## src/rtl/bus_timer_slave_if.sv

```systemverilog
// bus_timer_slave_if: valid/ready request bus between the arbiter port and the timer.
// Signals: s_valid_i/s_addr_i/s_wdata_i/s_we_i driven by the initiator,
// s_ready_o/s_rdata_o driven by the responder. s_we_i==0 means read.
interface bus_timer_slave_if #(
  parameter int ADDR_WIDTH = 32,
  parameter int WORD_WIDTH = 32
);
  logic                  s_valid_i;
  logic                  s_ready_o;
  logic [ADDR_WIDTH-1:0] s_addr_i;
  logic [WORD_WIDTH-1:0] s_wdata_i;
  logic [3:0]            s_we_i;
  logic [WORD_WIDTH-1:0] s_rdata_o;
  modport master (output s_valid_i, s_addr_i, s_wdata_i, s_we_i, input s_ready_o, s_rdata_o);
  modport slave  (input s_valid_i, s_addr_i, s_wdata_i, s_we_i, output s_ready_o, s_rdata_o);
endinterface

```

## src/rtl/bus_timer_slave.sv

```systemverilog
// bus_timer_slave: memory-mapped 64-bit machine timer with prescaler, compare and interrupt.
// Ports: clk, rst_n (async, active low), bus (slave modport of bus_timer_slave_if),
// irq_o (registered level interrupt = IRQ_EN & (mtime >= mtimecmp), one cycle late).
module bus_timer_slave #(
  parameter int ADDR_WIDTH     = 32,
  parameter int WORD_WIDTH     = 32,
  parameter int PRESCALE_WIDTH = 16
) (
  input  logic               clk,
  input  logic               rst_n,
  bus_timer_slave_if.slave   bus,
  output logic               irq_o
);
  typedef enum logic {IDLE, RESP} state_t;
  state_t                    state_q, state_d;
  logic                      ready_q, ready_d;
  logic [WORD_WIDTH-1:0]     rdata_q, rdata_d;
  logic                      irq_q, irq_d;
  logic [63:0]               mtime_q, mtime_d;
  logic [63:0]               mtimecmp_q, mtimecmp_d;
  logic [1:0]                ctrl_q, ctrl_d;
  logic [PRESCALE_WIDTH-1:0] prescale_q, prescale_d;
  logic [PRESCALE_WIDTH-1:0] cnt_q, cnt_d;
  logic [31:0]               hi_shadow_q, hi_shadow_d;
  logic                      req, wr, rd, tick, status;
  logic [2:0]                sel;
  logic [63:0]               inc;
  logic [31:0]               rmux;
  logic                      unused_addr;
  function automatic logic [31:0] mrg(input logic [31:0] old, input logic [31:0] nw, input logic [3:0] be);
    for (int i = 0; i < 4; i++) mrg[8*i +: 8] = be[i] ? nw[8*i +: 8] : old[8*i +: 8];
  endfunction
  assign unused_addr = ^{bus.s_addr_i[ADDR_WIDTH-1:5], bus.s_addr_i[1:0]};
  always_comb begin
    req    = (state_q == IDLE) && bus.s_valid_i;
    wr     = req && (bus.s_we_i != 4'd0);
    rd     = req && (bus.s_we_i == 4'd0);
    sel    = bus.s_addr_i[4:2];
    status = mtime_q >= mtimecmp_q;
    tick   = ctrl_q[0] && (cnt_q == '0);
    inc    = mtime_q + 64'(tick);
    // A LO write discards the carry into HI; a HI write keeps LO's own increment.
    mtime_d = (wr && sel == 3'd0) ? {mtime_q[63:32], mrg(inc[31:0], bus.s_wdata_i, bus.s_we_i)} :
              (wr && sel == 3'd1) ? {mrg(inc[63:32], bus.s_wdata_i, bus.s_we_i), inc[31:0]} : inc;
    mtimecmp_d = (wr && sel == 3'd2) ? {mtimecmp_q[63:32], mrg(mtimecmp_q[31:0], bus.s_wdata_i, bus.s_we_i)} :
                 (wr && sel == 3'd3) ? {mrg(mtimecmp_q[63:32], bus.s_wdata_i, bus.s_we_i), mtimecmp_q[31:0]} : mtimecmp_q;
    ctrl_d     = (wr && sel == 3'd4) ? 2'(mrg(32'(ctrl_q), bus.s_wdata_i, bus.s_we_i)) : ctrl_q;
    prescale_d = (wr && sel == 3'd5) ? PRESCALE_WIDTH'(mrg(32'(prescale_q), bus.s_wdata_i, bus.s_we_i)) : prescale_q;
    // New PRESCALE values are only picked up at the next reload.
    cnt_d = !ctrl_q[0] ? cnt_q : (cnt_q == '0) ? prescale_q : cnt_q - 1'b1;
    case (sel)
      3'd0:    rmux = mtime_q[31:0];
      3'd1:    rmux = hi_shadow_q;
      3'd2:    rmux = mtimecmp_q[31:0];
      3'd3:    rmux = mtimecmp_q[63:32];
      3'd4:    rmux = {30'd0, ctrl_q};
      3'd5:    rmux = 32'(prescale_q);
      3'd6:    rmux = {31'd0, status};
      default: rmux = 32'd0;
    endcase
    rdata_d     = rd ? WORD_WIDTH'(rmux) : rdata_q;
    hi_shadow_d = (rd && sel == 3'd0) ? mtime_q[63:32] : hi_shadow_q;
    irq_d       = ctrl_q[1] && status;
    ready_d     = req;
    state_d     = req ? RESP : IDLE;
  end
  always_ff @(posedge clk or negedge rst_n) begin
    if (!rst_n) begin
      state_q     <= IDLE;
      ready_q     <= 1'b0;
      rdata_q     <= '0;
      irq_q       <= 1'b0;
      mtime_q     <= '0;
      mtimecmp_q  <= '1;
      ctrl_q      <= '0;
      prescale_q  <= '0;
      cnt_q       <= '0;
      hi_shadow_q <= '0;
    end else begin
      state_q     <= state_d;
      ready_q     <= ready_d;
      rdata_q     <= rdata_d;
      irq_q       <= irq_d;
      mtime_q     <= mtime_d;
      mtimecmp_q  <= mtimecmp_d;
      ctrl_q      <= ctrl_d;
      prescale_q  <= prescale_d;
      cnt_q       <= cnt_d;
      hi_shadow_q <= hi_shadow_d;
    end
  end
  assign bus.s_ready_o = ready_q;
  assign bus.s_rdata_o = rdata_q;
  assign irq_o         = irq_q;
endmodule

```

## src/flat_wrapper.sv

```systemverilog
// flat-port wrapper written by rule: the top's interface ports become plain ports
module bus_timer_slave_flat 
#(
  parameter int ADDR_WIDTH     = 32,
  parameter int WORD_WIDTH     = 32,
  parameter int PRESCALE_WIDTH = 16
)
  (clk, rst_n, irq_o, bus_s_valid_i, bus_s_addr_i, bus_s_wdata_i, bus_s_we_i, bus_s_ready_o, bus_s_rdata_o);
  bus_timer_slave_if #(.ADDR_WIDTH(ADDR_WIDTH), .WORD_WIDTH(WORD_WIDTH)) bus_i ();
  input  logic clk;
  input  logic rst_n;
  output logic irq_o;
  input wire logic [$bits(bus_i.s_valid_i)-1:0] bus_s_valid_i;
  input wire logic [$bits(bus_i.s_addr_i)-1:0] bus_s_addr_i;
  input wire logic [$bits(bus_i.s_wdata_i)-1:0] bus_s_wdata_i;
  input wire logic [$bits(bus_i.s_we_i)-1:0] bus_s_we_i;
  output wire logic [$bits(bus_i.s_ready_o)-1:0] bus_s_ready_o;
  output wire logic [$bits(bus_i.s_rdata_o)-1:0] bus_s_rdata_o;
  assign bus_i.s_valid_i = bus_s_valid_i;
  assign bus_i.s_addr_i = bus_s_addr_i;
  assign bus_i.s_wdata_i = bus_s_wdata_i;
  assign bus_i.s_we_i = bus_s_we_i;
  assign bus_s_ready_o = bus_i.s_ready_o;
  assign bus_s_rdata_o = bus_i.s_rdata_o;
  bus_timer_slave #(.ADDR_WIDTH(ADDR_WIDTH), .WORD_WIDTH(WORD_WIDTH), .PRESCALE_WIDTH(PRESCALE_WIDTH)) u_core (.clk(clk), .rst_n(rst_n), .bus(bus_i), .irq_o(irq_o));
endmodule
```

## config.mk

```make
export PLATFORM = sky130hd
export DESIGN_NAME = bus_timer_slave_flat
export DESIGN_NICKNAME = d
export VERILOG_FILES = /design/src/rtl/bus_timer_slave_if.sv /design/src/rtl/bus_timer_slave.sv /design/src/flat_wrapper.sv
export SDC_FILE = /design/constraint.sdc
export NUM_CORES = 1
export LEC_CHECK = 0
export ABC_CLOCK_PERIOD_IN_PS = 7450
export CORE_MARGIN = 3
export CORE_UTILIZATION = 59
export CTS_CLUSTER_SIZE = 16
export DETAILED_ROUTE_END_ITERATION = 6
export PLACE_DENSITY = 0.78
export SYNTH_ARGS = -nofsm -noshare
export SYNTH_HDL_FRONTEND = slang
export SYNTH_SLANG_ARGS = --single-unit
```

## constraint.sdc

```tcl
create_clock -name clk -period 7.45 [get_ports clk]
set_clock_uncertainty 0.15 [all_clocks]
set_input_delay 1.8625 -clock clk [delete_from_list [all_inputs] [get_ports clk]]
set_output_delay 1.8625 -clock clk [all_outputs]
set_load 0.02 [all_outputs]
```

==> results of run 1 <==
[state kept, by name, indices dropped and copies added, names as in the netlist]
name	count
u_core.mtime_q	64
u_core.mtimecmp_q	64
u_core.bus.s_rdata_o	32
u_core.hi_shadow_q	32
u_core.cnt_q	16
u_core.prescale_q	16
u_core.ctrl_q	2
u_core.bus.s_ready_o	1
u_core.irq_o	1
[final cells by class]
class / instances / area [um^2]
Fill cell: 1646 / 6650
Multi-Input combinational cell: 944 / 6460
Sequential cell: 228 / 5790
Timing Repair Buffer: 88 / 843
Clock buffer: 39 / 728
Tap cell: 275 / 344
Inverter: 75 / 282
Clock inverter: 7 / 63.8
[critical path, stage by stage (launching register included)]
cell and delay [ps]:
dfrtp_1 450, nor4_1 370, and2_0 350, and3_1 250, nand3_1 160, or4_1 610, inv_1 220, ha_1 230
nand3_1 210, or2_1 370, or3_4 390, nor4_4 700, nand4_1 290, a21o_1 240, a221o_1 280
[cell usage after synthesis, types with 9 or more instances]
master | instances | area (um^2)
nor2b_1 | 19 | 119
xnor2_1 | 12 | 105
nor4_1 | 11 | 68.8
mux2_2 | 68 | 766
and3_1 | 11 | 68.8
and4_1 | 9 | 78.8
mux4_2 | 26 | 586
a31oi_1 | 9 | 56.3
o21ai_0 | 128 | 641
a21oi_1 | 105 | 526
nor3_1 | 16 | 80.1
xor2_1 | 23 | 201
nand4_1 | 22 | 138
nand3_1 | 44 | 220
a21o_1 | 13 | 97.6
dfstp_2 | 64 | 1680
nand2_1 | 160 | 601
nand2b_1 | 10 | 62.6
clkbuf_1 | 43 | 161
inv_1 | 75 | 282
dfrtp_1 | 164 | 4100
ha_1 | 67 | 838
nor2_1 | 93 | 349
[routing by layer]
metal	wire length (um)	vias to the layer above
li1	-	4782
met3	2180	90
met2	17200	430
met5	0	-
met4	1430	0
met1	14000	5186
[power breakdown]
part | total (W) | leakage [nW] | internal, W | switching [W]
logic | 0.00107 | 3.07 | 0.000503 | 0.000570
clock network | 0.00121 | 0.393 | 0.000705 | 0.000509
registers | 0.00185 | 2.72 | 0.00157 | 0.000283
total | 0.00414 | 6.18 | 0.00278 | 0.00136
[kinds of logic (layout without fill, tap and decap cells)]
logic type | after synthesis | after routing | share of synthesized area [%]
AO/OA/AOI/OAI | 318 | 318 | 14.4
XOR/XNOR | 35 | 35 | 2.40
adder cells (fa/ha/maj) | 67 | 67 | 6.57
buffers and inverters | 129 | 209 | 3.99
flip-flops | 228 | 228 | 45.4
multiplexers | 99 | 99 | 11.1
AND/OR/NAND/NOR | 425 | 425 | 16.1
[worst paths after layout]
path	endpoint	start	slack (ps)
hold / removal	u_core.bus.s_rdata_o[11]	u_core.bus.s_rdata_o[11]	320
max in group asynchronous	u_core.bus.s_rdata_o[3]	rst_n	4380
setup reg to reg	u_core.mtime_q[57]	u_core.cnt_q[2]	2050
hold reg to reg	u_core.bus.s_rdata_o[11]	u_core.bus.s_rdata_o[11]	320
min in group asynchronous	u_core.bus.s_rdata_o[14]	rst_n	1280
setup / recovery	u_core.mtime_q[57]	u_core.cnt_q[2]	2050
[through the flow]
stage | cells | instance area, um^2
after floorplan | 1301 | 12800
after global placement | 1610 | 13700
after detailed placement | 1610 | 13700
after CTS | 1656 | 14500
after global routing | 1656 | 14500
final | 1656 | 14500
==> flow_metrics.tcl, run 1 <==
set metrics [dict create \
    status "complete, no violations" \
    cts.path.max_buffers 3 \
    synthFlopType "dfrtp_1" \
    coreArea_mm2 0.0212 \
    p_leak_nw 6.18 \
    max_freq_mhz 185 \
    grt_pass1_wl_um 56100 \
    diodes 0 \
    finalNetCount 1500 \
    holdWs_ps 324 \
    grtUsageMet2_pct 49.4 \
    detail-route-antenna-nets 0 \
    postCtsSetupBuffers 0 \
    yosysUniqueCellTypes 69 \
    syn_area_mm2 0.0128 \
    synth_seq_cells 228 \
    vias 10500 \
    hold_viol 0 \
    drt-total-wl_um 34700 \
    path_max_fanout 10 \
    final_cell_mix "164 x dfrtp_1, 160 x nand2_1, 128 x o21ai_0, 105 x a21oi_1, 93 x nor2_1" \
    num_rows 53 \
    die-area_mm2 0.0234 \
    rsz0062_at_grt "false" \
    cts_buffers 25 \
    endpoint_kind "register" \
    startpoint_type "register" \
    finalCriticalPeriod_ps 5400 \
    root_buffer "clkbuf_16" \
    h-tree-depth 1 \
    cts.sink_count 228 \
    async_flop_share_pct 100 \
    grt_pass1_vias 10700 \
    grt_max_degree 134 \
    cts.reportedPaths.clkPinSlew_ps 60 \
    tritoncts "yes" \
    synthesis.nets 1439 \
    pre_cts_slack_ps 2230 \
    hp-class "register to register" \
    final-setup-viol-count 0 \
    ctsHoldBuffers 0 \
    start_util_pct 60.3 \
    grt_usage_pct 29.3 \
    cap_violations 0 \
    min_path_cells 2 \
    setup_tns_ps 0 \
    power_density_mw_per_mm2 285 \
    wire_per_inst_um 21.0 \
    synth_area_per_cell_um2 9.80 \
    synth_edf_count 0 \
    slew_headroom_pct 25.9 \
    numPortBuffers 75 \
    area_growth_pct 13.7 \
    grt.met3_usage_pct 4.56 \
    dp_hpwl_um 23800 \
    netlist_instances 1301 \
    finalCritPeriodShare_pct 72.5 \
    avgViaCountPerCell 6.33 \
    r2r_cells 14 \
    path_class "register to register" \
    ir_worst_vdd_uv 226 \
    crit_arrival_ps 5660 \
    ctsResizeCount 0 \
    yosysWarnings 0 \
    final_common_cell "dfrtp_1" \
    synth.yosys.seq_area_share_pct 45.4 \
    setup_ws_ps 2050 \
    drc 0 \
    drv_slew 0 \
    pin_count 105 \
    grt_use_met1_pct 38.5 \
    globalplace.congestion 0.910 \
    finish.utilization_pct 68.6 \
    grt_overflow_total 0 \
    grt_busiest_layer "met2" \
    die_h_um 153 \
    die_x_um 153 \
    drive_above_1_share_pct 16.7 \
    tightest_slew_ps 1110 \
    drt_first_pass_iters 5 \
    cp_data_required_time_ps 7710 \
    grt_antenna_before_repair 0 \
    drt_iter0_markers 963 \
    p_total_w 0.00414 \
    insertion_delay_ps 530 \
]
(Power assumes the default switching activity.)
==> inputs of run 2 (changes only) <==
- ABC_CLOCK_PERIOD_IN_PS: 7450 -> 5400
- clock period: 7.45 -> 5.4 ns (I/O delays scaled with it)
==> run 2 against run 1 <==
Compared with the run above: non-clock buffer count is 10 higher; critical path depth stayed put; sequential share of layout area is 0.34 points lower; highest routed layer unchanged; worst setup slack worse by 1700 ps; sequential power is 37% higher; total power is 40% higher; combinational power is 40% higher; register-to-register slack worse by 1700 ps; maximum frequency is 6.2% higher; largest power group unchanged; via count is 0.54% higher; hold slack worse by 17 ps.
==> flow_metrics.tcl, run 2 (same netlist as run 1, synthesis figures left out) <==
set metrics [dict create \
    status "complete, no violations" \
    cp_cell_sequence "nor4_1, and2_0, and3_1, nand3_1, or4_1, inv_1, ha_1, nand3_1, or2_1, or3_4, nor4_4, nand4_1, a21o_1, a221o_1" \
    final_cell_mix "164 x dfrtp_1, 160 x nand2_1, 128 x o21ai_0, 105 x a21oi_1, 93 x nor2_1" \
    min_path_cells 1 \
    slew_headroom_pct 27.7 \
    max_freq_mhz 197 \
    grt_pass1_vias 10500 \
    drt-total-wl_um 35000 \
    diodes 0 \
    hold_end "u_core.bus.s_ready_o" \
    grt_max_degree 97 \
    ctsResizeCount 0 \
    die_x_um 153 \
    start_util_pct 60.3 \
    crit_arrival_ps 5350 \
    numPortBuffers 75 \
    root_buffer "clkbuf_16" \
    grt_usage_pct 29.6 \
    num_rows 53 \
    cap_violations 0 \
    globalplace.congestion 0.879 \
    die_h_um 153 \
    pin_count 105 \
    detail-route-antenna-nets 0 \
    die-area_mm2 0.0234 \
    grt_overflow_total 0 \
    drt_iter0_markers 898 \
    endpoint_kind "register" \
    cpMostUsedCell "nand3_1" \
    cpMaxStageDelayCell "or4_1" \
    hold_viol 0 \
    cts.sink_count 228 \
    cts.path.max_buffers 3 \
    tightest_slew_ps 1080 \
    drc 0 \
    r2r_start "u_core.cnt_q[3]" \
    setup_tns_ps 0 \
    drive_above_1_share_pct 17.5 \
    r2r_cells 14 \
    slowest_delay_ps 600 \
    p_leak_nw 6.25 \
    cts.reportedPaths.clkPinSlew_ps 60 \
    dp_hpwl_um 24400 \
    final_cells 1666 \
    grt_pass1_wl_um 56100 \
    cts_buffers 25 \
    wire_per_inst_um 21.0 \
    drt_first_pass_iters 7 \
    ir_worst_vdd_uv 265 \
    reg_top3 "u_core.mtime_q (64), u_core.mtimecmp_q (64)" \
    cp_data_required_time_ps 5660 \
    final-setup-viol-count 0 \
    grt_antenna_before_repair 0 \
    finalCriticalPeriod_ps 5090 \
    finalNetCount 1510 \
    avgViaCountPerCell 6.33 \
    tritoncts "yes" \
    startpoint_type "register" \
    path_class "register to register" \
    coreArea_mm2 0.0212 \
    rrSetupSlack_ps 310 \
    final_common_cell "dfrtp_1" \
    hp-class "register to register" \
    power_density_mw_per_mm2 396 \
    vias 10500 \
    postCtsSetupBuffers 0 \
    rsz0062_at_grt "false" \
    h-tree-depth 1 \
    path_max_fanout 6 \
    area_growth_pct 14.7 \
    min_from "u_core.bus.s_ready_o" \
    r2r-end "u_core.mtime_q[57]" \
    finalCritPeriodShare_pct 94.2 \
    insertion_delay_ps 540 \
    placed_cells 1620 \
    drv_slew 0 \
    ctsHoldBuffers 0 \
]
[run 2: changes by cell type in the layout (fill, tap and decap cells not counted), sizes merged]
cell	previous run	this run
bufinv	1	2
clkinvlp	0	2
clkinv	5	3
clkbuf	39	38
buf	16	26
[run 2: metrics by stage]
step	worst slack, ps	util [%]	power [W]	area, um^2	hold slack (ps)
4_1_cts	384	69.2	0.00580	14600	302
3_3_place_gp	549	65.2	0.00394	13800	283
2_1_floorplan	1130	-	0.00346	12800	295
6_report	313	69.2	0.00580	14600	307
3_5_place_dp	456	65.2	0.00403	13800	279
5_1_grt	21.2	69.2	0.00611	14600	331
[run 2: worst max path at each step]
stage / depth (start not counted) / end / slack (ps) / start
final: 14 / u_core.mtime_q[57] / 310 / u_core.cnt_q[3]
after global routing: 15 / u_core.mtime_q[53] / 20 / u_core.cnt_q[2]
after CTS: 14 / u_core.mtime_q[57] / 380 / u_core.cnt_q[2]
after detailed placement: 14 / u_core.mtime_q[53] / 460 / u_core.cnt_q[2]
after global placement: 14 / u_core.mtime_q[57] / 550 / u_core.cnt_q[2]
after floorplan: 15 / u_core.mtime_q[57] / 1130 / u_core.cnt_q[2]
[run 2: power breakdown]
| part | switching, W | leakage (nW) | internal (W) |
|---|---|---|---|
| Sequential | 0.000381 | 2.72 | 0.00216 |
| Combinational | 0.000805 | 3.13 | 0.000698 |
| Clock | 0.000709 | 0.410 | 0.00105 |
[run 2: critical path: cells and delay by family (launching register included)]
family                   cells  cell delay, ps
flip-flops                   1             430
adder cells (fa/ha/maj)      1             220
AND/OR/NAND/NOR             10            3450
AO/OA/AOI/OAI                2             490
buffers and inverters        1             220
[run 2: layer usage]
layer | share of wire [%] | up-vias | GRT usage (%)
li1 | - | 4808 | -
met1 | 40 | 5222 | 39.2
met5 | 0 | - | 0
met2 | 49 | 427 | 49.6
met4 | 3.7 | 0 | 11.4
met3 | 6.4 | 88 | 4.16
[run 2: final cells by class]
cell class | instances | area [um^2]
multi-input combinational | 944 | 6460
inverter | 75 | 282
clock buffer | 38 | 744
clock inverter | 8 | 98.8
tap | 275 | 344
timing repair buffer | 98 | 918
fill | 1594 | 6520
sequential | 228 | 5790
